## src/rtl/seq_detect_counter_pkg.sv

```systemverilog
// Shared defaults for the multi-channel pattern detector / hit counter.
package seq_detect_counter_pkg;

  localparam int unsigned           DEF_CH       = 4;
  localparam int unsigned           DEF_PAT_W    = 3;
  localparam logic [DEF_PAT_W-1:0]  DEF_PATTERN  = 3'b101;
  localparam int unsigned           DEF_CNT_W    = 8;
  localparam bit                    DEF_OVERLAP  = 1'b1;
  localparam bit                    DEF_SATURATE = 1'b1;

endpackage

```

## src/rtl/seq_detect_channel.sv

```systemverilog
// One detector channel: strobed shift history, fill qualifier, match pulse,
// hit counter (saturate or wrap) and sticky overflow flag.
module seq_detect_channel
  import seq_detect_counter_pkg::*;
#(
  parameter int unsigned       PAT_W    = DEF_PAT_W,
  parameter logic [PAT_W-1:0]  PATTERN  = PAT_W'(DEF_PATTERN),
  parameter int unsigned       CNT_W    = DEF_CNT_W,
  parameter bit                OVERLAP  = DEF_OVERLAP,
  parameter bit                SATURATE = DEF_SATURATE
) (
  input  logic             clk_i,
  input  logic             rst_i,
  input  logic             en_i,
  input  logic             clr_i,
  input  logic             din_i,
  output logic             hit_o,
  output logic [CNT_W-1:0] cnt_o,
  output logic             ovf_o
);

  localparam int unsigned      FILL_W   = $clog2(PAT_W);
  localparam logic [FILL_W-1:0] FILL_MAX = FILL_W'(PAT_W - 1);
  localparam logic [CNT_W-1:0]  CNT_MAX  = {CNT_W{1'b1}};

  logic [PAT_W-1:0]  hist_q, hist_d;
  logic [FILL_W-1:0] fill_q, fill_d;
  logic              hit_q, hit_d;
  logic [CNT_W-1:0]  cnt_q, cnt_d;
  logic              ovf_q, ovf_d;

  logic [PAT_W-1:0]  next_hist_c;
  logic              match_c;

  // Fill must be full so the reset zeros in hist never produce a match.
  assign next_hist_c = {hist_q[PAT_W-2:0], din_i};
  assign match_c     = en_i && !clr_i && (next_hist_c == PATTERN) && (fill_q == FILL_MAX);

  always_comb begin
    hist_d = hist_q;
    fill_d = fill_q;
    hit_d  = 1'b0;
    cnt_d  = cnt_q;
    ovf_d  = ovf_q;

    if (clr_i) begin
      hist_d = '0;
      fill_d = '0;
      cnt_d  = '0;
      ovf_d  = 1'b0;
    end else if (en_i) begin
      hist_d = next_hist_c;
      if (fill_q != FILL_MAX) begin
        fill_d = fill_q + FILL_W'(1);
      end
      hit_d = match_c;
      if (match_c) begin
        if (!OVERLAP) begin
          fill_d = '0;
        end
        if (cnt_q != CNT_MAX) begin
          cnt_d = cnt_q + CNT_W'(1);
        end else begin
          ovf_d = 1'b1;
          if (!SATURATE) begin
            cnt_d = '0;
          end
        end
      end
    end
  end

  always_ff @(posedge clk_i or posedge rst_i) begin
    if (rst_i) begin
      hist_q <= '0;
      fill_q <= '0;
      hit_q  <= 1'b0;
      cnt_q  <= '0;
      ovf_q  <= 1'b0;
    end else begin
      hist_q <= hist_d;
      fill_q <= fill_d;
      hit_q  <= hit_d;
      cnt_q  <= cnt_d;
      ovf_q  <= ovf_d;
    end
  end

  assign hit_o = hit_q;
  assign cnt_o = cnt_q;
  assign ovf_o = ovf_q;

endmodule

```

## src/rtl/seq_detect_counter.sv

```systemverilog
// Multi-channel pattern detector: CH independent channels on a shared sample
// strobe, each with its own hit pulse, hit counter and sticky overflow.
module seq_detect_counter
  import seq_detect_counter_pkg::*;
#(
  parameter int unsigned       CH       = DEF_CH,
  parameter int unsigned       PAT_W    = DEF_PAT_W,
  parameter logic [PAT_W-1:0]  PATTERN  = PAT_W'(DEF_PATTERN),
  parameter int unsigned       CNT_W    = DEF_CNT_W,
  parameter bit                OVERLAP  = DEF_OVERLAP,
  parameter bit                SATURATE = DEF_SATURATE
) (
  input  logic                clk,
  input  logic                reset,
  input  logic                en,
  input  logic                clr,
  input  logic [CH-1:0]       din,
  output logic [CH-1:0]       hit,
  output logic [CH*CNT_W-1:0] cnt,
  output logic [CH-1:0]       ovf
);

  if (PAT_W < 2) begin : g_bad_pat_w
    $error("seq_detect_counter: PAT_W must be at least 2");
  end

  for (genvar i = 0; i < CH; i++) begin : g_ch
    seq_detect_channel #(
      .PAT_W    (PAT_W),
      .PATTERN  (PATTERN),
      .CNT_W    (CNT_W),
      .OVERLAP  (OVERLAP),
      .SATURATE (SATURATE)
    ) u_channel (
      .clk_i (clk),
      .rst_i (reset),
      .en_i  (en),
      .clr_i (clr),
      .din_i (din[i]),
      .hit_o (hit[i]),
      .cnt_o (cnt[i*CNT_W +: CNT_W]),
      .ovf_o (ovf[i])
    );
  end

endmodule

```

## config.mk

```make
export PLATFORM = sky130hd
export DESIGN_NAME = seq_detect_counter
export DESIGN_NICKNAME = d
export VERILOG_FILES = /design/src/rtl/seq_detect_counter_pkg.sv /design/src/rtl/seq_detect_channel.sv /design/src/rtl/seq_detect_counter.sv
export SDC_FILE = /design/constraint.sdc
export NUM_CORES = 1
export LEC_CHECK = 0
export CAP_MARGIN = 20
export CORE_MARGIN = 2
export CORE_UTILIZATION = 50
export DETAILED_ROUTE_END_ITERATION = 10
export PLACE_DENSITY = 0.76
export SYNTH_ARGS = -nofsm -noshare
export SYNTH_HDL_FRONTEND = slang
export SYNTH_SLANG_ARGS = --single-unit
```

## constraint.sdc

```tcl
create_clock -name clk -period 2.25 [get_ports clk]
set_clock_uncertainty 0.1 [all_clocks]
set_input_delay 0.3375 -clock clk [delete_from_list [all_inputs] [get_ports clk]]
set_output_delay 0.3375 -clock clk [all_outputs]
set_load 0.1 [all_outputs]
```

==> metrics.csv, run 1 <==
metric,value,unit
maximum level of the CTS H-tree,2,
combinational fraction of design power,8.8,%
Flop pwr share,56.3,%
leftover overflow at the end of global routing,0,
maximum number of pins on one net before global-route repair,32,
total wire length after detailed routing,5670,µm
kind of critical path,register to register,
Die Span X,80.0,µm
relative max-transition margin,56.9,%
transition at the pin with the smallest max-transition slack,644,ps
number of nets in the synthesized netlist,294,
proportion of netlist area held by the largest area contributor,48.5,%
prevailing post-synth register cell,dfrtp_1,
peak supply drop,0.340,mV
clock latency of the later-clocked register in the worst-skew pair,310,ps
post-synthesis sequential area ratio,48.5,%
Total Power,1.86,mW
LEAKAGE,1.62,nW
buffer count from post-CTS setup fixing,0,
net switching share of the total power,23.1,%
Worst Hold Margin,287,ps
count of inserted antenna diode cells,0,
signal arrival time at the worst endpoint,2080,ps
CP Capture Type,register,
# clock sinks,56,
wire length of the first global-routing pass,9550,µm
weighted congestion at the end of routability-driven global placement,0.828,
wire length per cell,14.2,µm
power density relative to cell area,539,mW/mm²
via count of the first global-routing pass,2198,
largest driver fanout on the critical path,8,
unique cell type count in the Yosys netlist,49,
count of flip-flops with a built-in enable after synthesis,0,
cell type with the highest aggregate area in the netlist,dfrtp_1,
time the final worst path needs with I/O delays and setup,1950,ps
TritonCTS buffer count,5,
cell at the slowest stage of the critical path,or4_1,
total of max-cap violations,0,
Total Die Area,0.00640,mm²
via total after detailed routing,2258,
NetSw,0.429,mW
DRC violations left,0,
fraction of final layout cells with drive strength greater than 1,22.9,%
number of iterations in the first detailed-routing pass,4,
Detail Placement HPWL,4070,µm
final setup violating endpoints,0,
count of pins on the block boundary,48,
standard cell core area,0.00554,mm²
post-CTS clock slew at the launch and capture registers of the worst setup and hold paths,100,ps
highest-count cells in the layout ignoring fill and taps,"dfrtp_1, buf_4, nor2_1",
Avg Inst Size Synth,10.4,µm²
cell chain of the critical path,inv_1 > ha_1 > nor2b_1 > nand4_2 > or4_1 > a21oi_1,
Buffers on Ports,47,
number of nets in the final layout,342,
Peak Freq,0.512,GHz
violation count after the first detailed-routing iteration,80,
clock tree from TritonCTS,built,
required time reported for the critical path endpoint,2380,ps
Seq cells post-synth,56,
clock tree buffer depth,2,
async set or reset register ratio after synthesis,100,%
die extent in y,80.0,µm
result of the run,finished clean,
core utilization of the finished layout,62.3,%
RSZ-0062 raised after global routing,false,
critical path launch point type,register,
"antenna viol nets, final",0,
period utilization,86.7,%
cell area after synthesis,0.00289,mm²
worst hold path type,input port to async pin,
vias per inst,5.66,
"Hold-fix buffers, CTS",0,
initial antenna violation count,0,
Area growth syn-to-layout,19.5,%
Setup Total Neg Slack,0,ps
number of slew-limit violations in the final report,0,
number of gates resized after CTS,0,
clock network power share,34.9,%
effective utilization at floorplan,52.1,%
row count,27,
Root Driver,clkbuf_8,
number of instances in the synthesized netlist,278,
Synth area leaders,"dfrtp_1, mux2i_1, nor2_1, ha_1, a21oi_1",
Synthesis Warnings,0,
all-layer global routing usage,18.5,%
Slowest Stage Delay on Critical Path,570,ps
final hold vios,0,
internal portion of total power,1.43,mW
## per-stage QoR
step / setup WS (ps) / std cells / cell area [µm²]
final: 298 / 399 / 3450
after global routing: 118 / 399 / 3450
after CTS: 285 / 399 / 3450
after detailed placement: 46.1 / 391 / 3340
after global placement: 59.9 / 391 / 3340
after floorplan: 20.6 / 278 / 2890
## kinds of logic (layout without fill, tap and decap cells)
family	Yosys count	count (layout)	share of synthesized area [%]
and+or+nand+nor	112	112	22.3
DFF	56	56	48.5
AOI/OAI and AO/OA	49	49	12.5
buffers and inverters	31	80	5.80
muxes	15	15	5.28
adders and majority gates	8	8	3.46
xor gates and xnor gates	7	7	2.12
## power groups by stage
| stage | clock network, mW | logic (mW) | registers [mW] |
|---|---|---|---|
| detailed placement | 0 | 0.168 | 1.07 |
| finish | 0.649 | 0.164 | 1.05 |
| global route | 0.706 | 0.187 | 1.05 |
| CTS | 0.675 | 0.169 | 1.05 |
| floorplan | 0 | 0.117 | 1.06 |
| global placement | 0 | 0.161 | 1.07 |
## final timing paths
kind | startpoint | endpoint | slack, ps | cells past startpoint
min reg2reg | g_ch[1].u_channel.cnt_o[6]$_DFFE_PP0P_ | g_ch[1].u_channel.cnt_o[6]$_DFFE_PP0P_ | 410 | 1
max reg2reg | g_ch[1].u_channel.fill_q[0]$_DFFE_PP0P_ | g_ch[1].u_channel.cnt_o[7]$_DFFE_PP0P_ | 300 | 6
min | reset | g_ch[0].u_channel.cnt_o[6]$_DFFE_PP0P_ | 290 | 3
max | g_ch[1].u_channel.fill_q[0]$_DFFE_PP0P_ | g_ch[1].u_channel.cnt_o[7]$_DFFE_PP0P_ | 300 | 6
max in group asynchronous | reset | g_ch[2].u_channel.cnt_o[5]$_DFFE_PP0P_ | 1440 | 3
min in group clk | g_ch[1].u_channel.cnt_o[6]$_DFFE_PP0P_ | g_ch[1].u_channel.cnt_o[6]$_DFFE_PP0P_ | 410 | 1
## cell type report
cell class	instances	area, µm²
clock inverter	3	42.5
fill	487	2090
multi-input combinational	191	1320
sequential	56	1410
inverter	12	45.0
clock buffer	5	68.8
timing repair buffer	60	480
tap	72	90.1
## cells in the mapped netlist (all sizes together), types with 5 or more instances
master  number
clkbuf       6
and3         5
buf         13
xnor2        5
nor2        31
nor4         6
nand3       10
nand4        9
o31ai        5
mux2i       13
a21oi       14
o311ai       6
nor2b        9
inv         12
o41ai        6
dfrtp       56
a211oi       5
nand2       14
ha           8
## metal layers
metal	global-route usage (%)	vias up	routed length, µm
met1	22.5	1103	2580
li1	-	1111	-
met3	2.83	6	183
met2	33.8	38	2860
met5	0	-	0
met4	5.42	0	51
## worst max-delay path: cells and delay by family (launching register included)
family / cells / cell delay [ps]
and+or+nand+nor: 3 / 970
DFF: 1 / 400
adders and majority gates: 1 / 170
AOI/OAI and AO/OA: 1 / 170
buffers and inverters: 1 / 70
## registers in the layout (all words and copies together), names as in the netlist
register	count
g_ch.u_channel.hist_q	8
g_ch.u_channel.fill_q	8
g_ch.u_channel.hit_o	4
g_ch.u_channel.cnt_o	32
g_ch.u_channel.ovf_o	4
No activity file was read; power rests on OpenSTA's default activity.
==> run 2, diff against run 1 <==
Settings changed: CORE_UTILIZATION 50 to 38, GPL_TIMING_DRIVEN set to 0, PLACE_DENSITY 0.76 to unset.
==> metrics.csv, run 2 (synthesis gave the netlist of run 1 again) <==
metric,value,unit
result of the run,finished clean,
kind of critical path,register to output pin,
row count,31,
standard cell core area,0.00729,mm²
signal arrival time at the worst endpoint,1720,ps
power density relative to cell area,499,mW/mm²
# clock sinks,56,
count of pins on the block boundary,48,
Peak Freq,0.463,GHz
TritonCTS buffer count,5,
capture instance of the worst register-to-register path,g_ch[1].u_channel.cnt_o[5]$_DFFE_PP0P_,
wire length per cell,14.5,µm
clock tree from TritonCTS,built,
period utilization,96.1,%
wire length of the first global-routing pass,10600,µm
critical path launch point type,register,
kind of cell with the highest combined delay on the critical path,buffers and inverters,
slack of the worst reg-to-reg path,270,ps
die extent in y,91.2,µm
cell at the slowest stage of the critical path,dlygate4sd2_1,
fraction of final layout cells with drive strength greater than 1,10.5,%
via count of the first global-routing pass,2132,
worst hold path type,input port to async pin,
clock tree buffer depth,2,
worst path bufs/invs,1,
required time reported for the critical path endpoint,1810,ps
Setup Total Neg Slack,0,ps
cell area after layout,0.00353,mm²
total of max-cap violations,0,
transition at the pin with the smallest max-transition slack,970,ps
CP Capture Type,output pin,
final setup violating endpoints,0,
vias per inst,5.23,
violation count after the first detailed-routing iteration,81,
LEAKAGE,1.73,nW
worst setup slack after placement,-89.8,ps
final hold vios,0,
Total Die Area,0.00832,mm²
"count of placed standard cells in the final layout, fillers left out",432,
weighted congestion at the end of routability-driven global placement,0.800,
buffer count from post-CTS setup fixing,0,
cell chain of the critical path,dlygate4sd2_1,
Root Driver,clkbuf_8,
flip-flop count of the largest register after layout,32,
initial antenna violation count,0,
time the final worst path needs with I/O delays and setup,2160,ps
Buffers on Ports,46,
count of inserted antenna diode cells,0,
clock latency of the later-clocked register in the worst-skew pair,310,ps
number of instances in the placed design,424,
Detail Placement HPWL,4490,µm
Slowest Stage Delay on Critical Path,900,ps
number of iterations in the first detailed-routing pass,4,
reg-to-reg critical path startpoint,g_ch[1].u_channel.fill_q[0]$_DFFE_PP0P_,
Filler Cells Inserted,763,
relative max-transition margin,35.6,%
maximum level of the CTS H-tree,2,
"antenna viol nets, final",0,
total wire length after detailed routing,6280,µm
leftover overflow at the end of global routing,0,
number of cells traversed by the worst register-to-register path,6,
DRC violations left,0,
placed standard-cell area,0.00350,mm²
number of slew-limit violations in the final report,0,
post-CTS clock slew at the launch and capture registers of the worst setup and hold paths,110,ps
effective utilization at floorplan,39.6,%
number of nets in the final layout,348,
smallest setup slack after layout,88.2,ps
Area growth syn-to-layout,22.3,%
peak supply drop,0.220,mV
via total after detailed routing,2260,
largest driver fanout on the critical path,9,
core utilization of the finished layout,48.5,%
maximum number of pins on one net before global-route repair,34,
Die Span X,91.2,µm
RSZ-0062 raised after global routing,false,
highest-count cells in the layout ignoring fill and taps,"dfrtp_1, dlygate4sd2_1, nor2_1",
all-layer global routing usage,15.7,%
"most common cell after layout, fill and taps aside",dfrtp_1,
==> run 2: how the worst max path moves through the flow <==
stage	start	endpoint	slack (ps)	cells past startpoint
2_1_floorplan	g_ch[3].u_channel.cnt_o[0]$_DFFE_PP0P_	g_ch[3].u_channel.cnt_o[6]$_DFFE_PP0P_	20	5
5_1_grt	g_ch[0].u_channel.cnt_o[2]$_DFFE_PP0P_	cnt[2]	20	1
6_report	g_ch[0].u_channel.cnt_o[2]$_DFFE_PP0P_	cnt[2]	90	1
4_1_cts	g_ch[0].u_channel.cnt_o[2]$_DFFE_PP0P_	cnt[2]	80	1
3_3_place_gp	reset	g_ch[0].u_channel.cnt_o[0]$_DFFE_PP0P_	-860	2
3_5_place_dp	clr	g_ch[0].u_channel.hist_q[1]$_DFFE_PP0P_	-90	5
==> run 2: routing by layer <==
layer | GRT usage [%] | share of wire [%] | vias up
met5 | 0 | 0 | -
met4 | 4.42 | 1.2 | 0
met3 | 3.07 | 3.5 | 5
met2 | 24.8 | 45 | 45
met1 | 22.1 | 51 | 1094
li1 | - | - | 1116
==> run 2: repair_timing <==
action | in CTS | in global routing
hold buffers | 0 | 0
endpoints found under the hold margin | 0 | 0
resized for setup | 40 | 0
setup endpoints to repair | 40 | 0
==> run 2: report_power, final <==
part	internal, mW	switching (mW)	leakage (nW)
clock	0.219	0.332	0.0412
sequential	1.03	0.0159	0.765
combinational	0.0660	0.0985	0.920
total	1.32	0.446	1.73
==> run 2: area by class of cell <==
type	count	area, µm²	area share (%)
clock inverters	2	12.5	0.354
inverters	12	45.0	1.27
clock buffers	6	72.6	2.05
multi-input cells	191	1320	37.4
flip-flops and latches	56	1410	39.8
well taps	99	124	3.51
plain buffers	19	123	3.47
repair buffers	47	430	12.2
==> run 2: metrics by stage <==
stage	total power [mW]	hold WS [ps]
after floorplan	1.18	364
after global placement	1.22	379
after detailed placement	1.24	383
after CTS	1.79	298
after global routing	1.86	315
final	1.76	282
==> run 3, diff against run 2 <==
Settings changed: PLACE_DENSITY set to 0.67.
==> metrics.csv, run 3 (synthesis gave the netlist of run 1 again) <==
metric,value,unit
result of the run,finished clean,
Die Span X,91.2,µm
transition at the pin with the smallest max-transition slack,971,ps
"most common cell after layout, fill and taps aside",dfrtp_1,
wire length of the first global-routing pass,10600,µm
power density relative to cell area,496,mW/mm²
via count of the first global-routing pass,2180,
maximum number of pins on one net before global-route repair,37,
worst path bufs/invs,1,
RSZ-0062 raised after global routing,false,
clock tree from TritonCTS,built,
initial antenna violation count,0,
count of inserted antenna diode cells,0,
LEAKAGE,1.73,nW
period utilization,94.3,%
cell at the slowest stage of the critical path,dlygate4sd2_1,
violation count after the first detailed-routing iteration,125,
all-layer global routing usage,15.7,%
flip-flop count of the largest register after layout,32,
number of gates resized after CTS,40,
count of pins on the block boundary,48,
critical path launch point type,register,
slack of the worst reg-to-reg path,350,ps
Area growth syn-to-layout,22.0,%
effective utilization at floorplan,39.6,%
cell chain of the critical path,dlygate4sd2_1,
number of iterations in the first detailed-routing pass,4,
kind of critical path,register to output pin,
Detail Placement HPWL,4510,µm
required time reported for the critical path endpoint,1810,ps
Total Die Area,0.00832,mm²
final setup violating endpoints,0,
buffer count from post-CTS setup fixing,0,
total wire length after detailed routing,6200,µm
maximum level of the CTS H-tree,2,
# clock sinks,56,
CP Capture Type,output pin,
signal arrival time at the worst endpoint,1680,ps
Buffers on Ports,46,
die extent in y,91.2,µm
via total after detailed routing,2277,
final hold vios,0,
TritonCTS buffer count,5,
row count,31,
number of slew-limit violations in the final report,0,
worst hold path type,input port to async pin,
number of nets in the final layout,348,
Peak Freq,0.471,GHz
"Hold-fix buffers, CTS",0,
Root Driver,clkbuf_8,
standard cell core area,0.00729,mm²
largest driver fanout on the critical path,9,
DRC violations left,0,
highest-count cells in the layout ignoring fill and taps,"dfrtp_1, dlygate4sd2_1, nor2_1",
clock tree buffer depth,2,
met3 WL,215,µm
Worst Hold Margin,251,ps
relative max-transition margin,35.5,%
met1 wire length,2840,µm
peak supply drop,0.255,mV
vias per inst,5.28,
wire length on met2,3060,µm
number of instances in the placed design,424,
"antenna viol nets, final",0,
Slowest Stage Delay on Critical Path,890,ps
fraction of final layout cells with drive strength greater than 1,10.2,%
clock latency of the later-clocked register in the worst-skew pair,310,ps
top layer reached by signal wires,met4,
post-CTS clock slew at the launch and capture registers of the worst setup and hold paths,100,ps
"count of placed standard cells in the final layout, fillers left out",431,
kind of cell with the highest combined delay on the critical path,buffers and inverters,
leftover overflow at the end of global routing,0,
weighted congestion at the end of routability-driven global placement,0.782,
total of max-cap violations,0,
wire length per cell,14.4,µm
time the final worst path needs with I/O delays and setup,2120,ps
-- run 3: changes by cell type in the layout (fill, tap and decap cells not counted), sizes merged --
| cell | change |
|---|---|
| clkinvlp | -1 |
-- run 3: path summary, 6_finish.rpt --
check,depth (start not counted),startpoint,endpoint
min,2,reset,g_ch[2].u_channel.cnt_o[7]$_DFFE_PP0P_
min reg2reg,1,g_ch[0].u_channel.ovf_o$_DFFE_PP0P_,g_ch[0].u_channel.ovf_o$_DFFE_PP0P_
max reg2reg,6,g_ch[1].u_channel.fill_q[0]$_DFFE_PP0P_,g_ch[1].u_channel.cnt_o[5]$_DFFE_PP0P_
min in group clk,3,en,g_ch[3].u_channel.hit_o$_DFF_PP0_
max,1,g_ch[0].u_channel.cnt_o[2]$_DFFE_PP0P_,cnt[2]
max in group asynchronous,3,reset,g_ch[3].u_channel.cnt_o[3]$_DFFE_PP0P_
-- run 3: final cells by class --
type	count	area, µm²
timing repair buffer	47	430
clock buffer	6	72.6
buffer	19	123
inverter	12	45.0
clock inverter	1	5.00
fill	730	3770
multi-input combinational	191	1320
tap	99	124
sequential	56	1410
-- run 3: metrics by stage --
stage	utilization (%)	total power, mW	TNS (ps)	area [µm²]	setup slack [ps]
2_1_floorplan	-	1.18	0	2890	20.6
3_3_place_gp	47.7	1.23	-38850	3480	-858
3_5_place_dp	48.0	1.24	-398	3500	-51.2
4_1_cts	48.4	1.77	0	3530	114
5_1_grt	48.4	1.84	0	3530	47.3
6_report	48.4	1.75	0	3530	128
-- run 3: worst reg2reg max path: stages (launching register included) --
cell     delay, ps
dfrtp_1        390
inv_1           60
ha_1           150
nor2b_1        150
nand4_2        200
nor4_1         380
mux2_2         370
-- run 3: routing by layer --
metal  vias to the layer above  GRT usage [%]
li1                       1119              -
met1                      1113           20.9
met2                        38           26.2
met3                         7           2.49
met4                         0           4.92
met5                         -              0
-- run 3: power breakdown --
group	internal, mW	leakage, nW	switching [mW]
Clock	0.213	0.0410	0.322
Combinational	0.0664	0.920	0.0995
Sequential	1.03	0.765	0.0157
Total	1.31	1.73	0.437
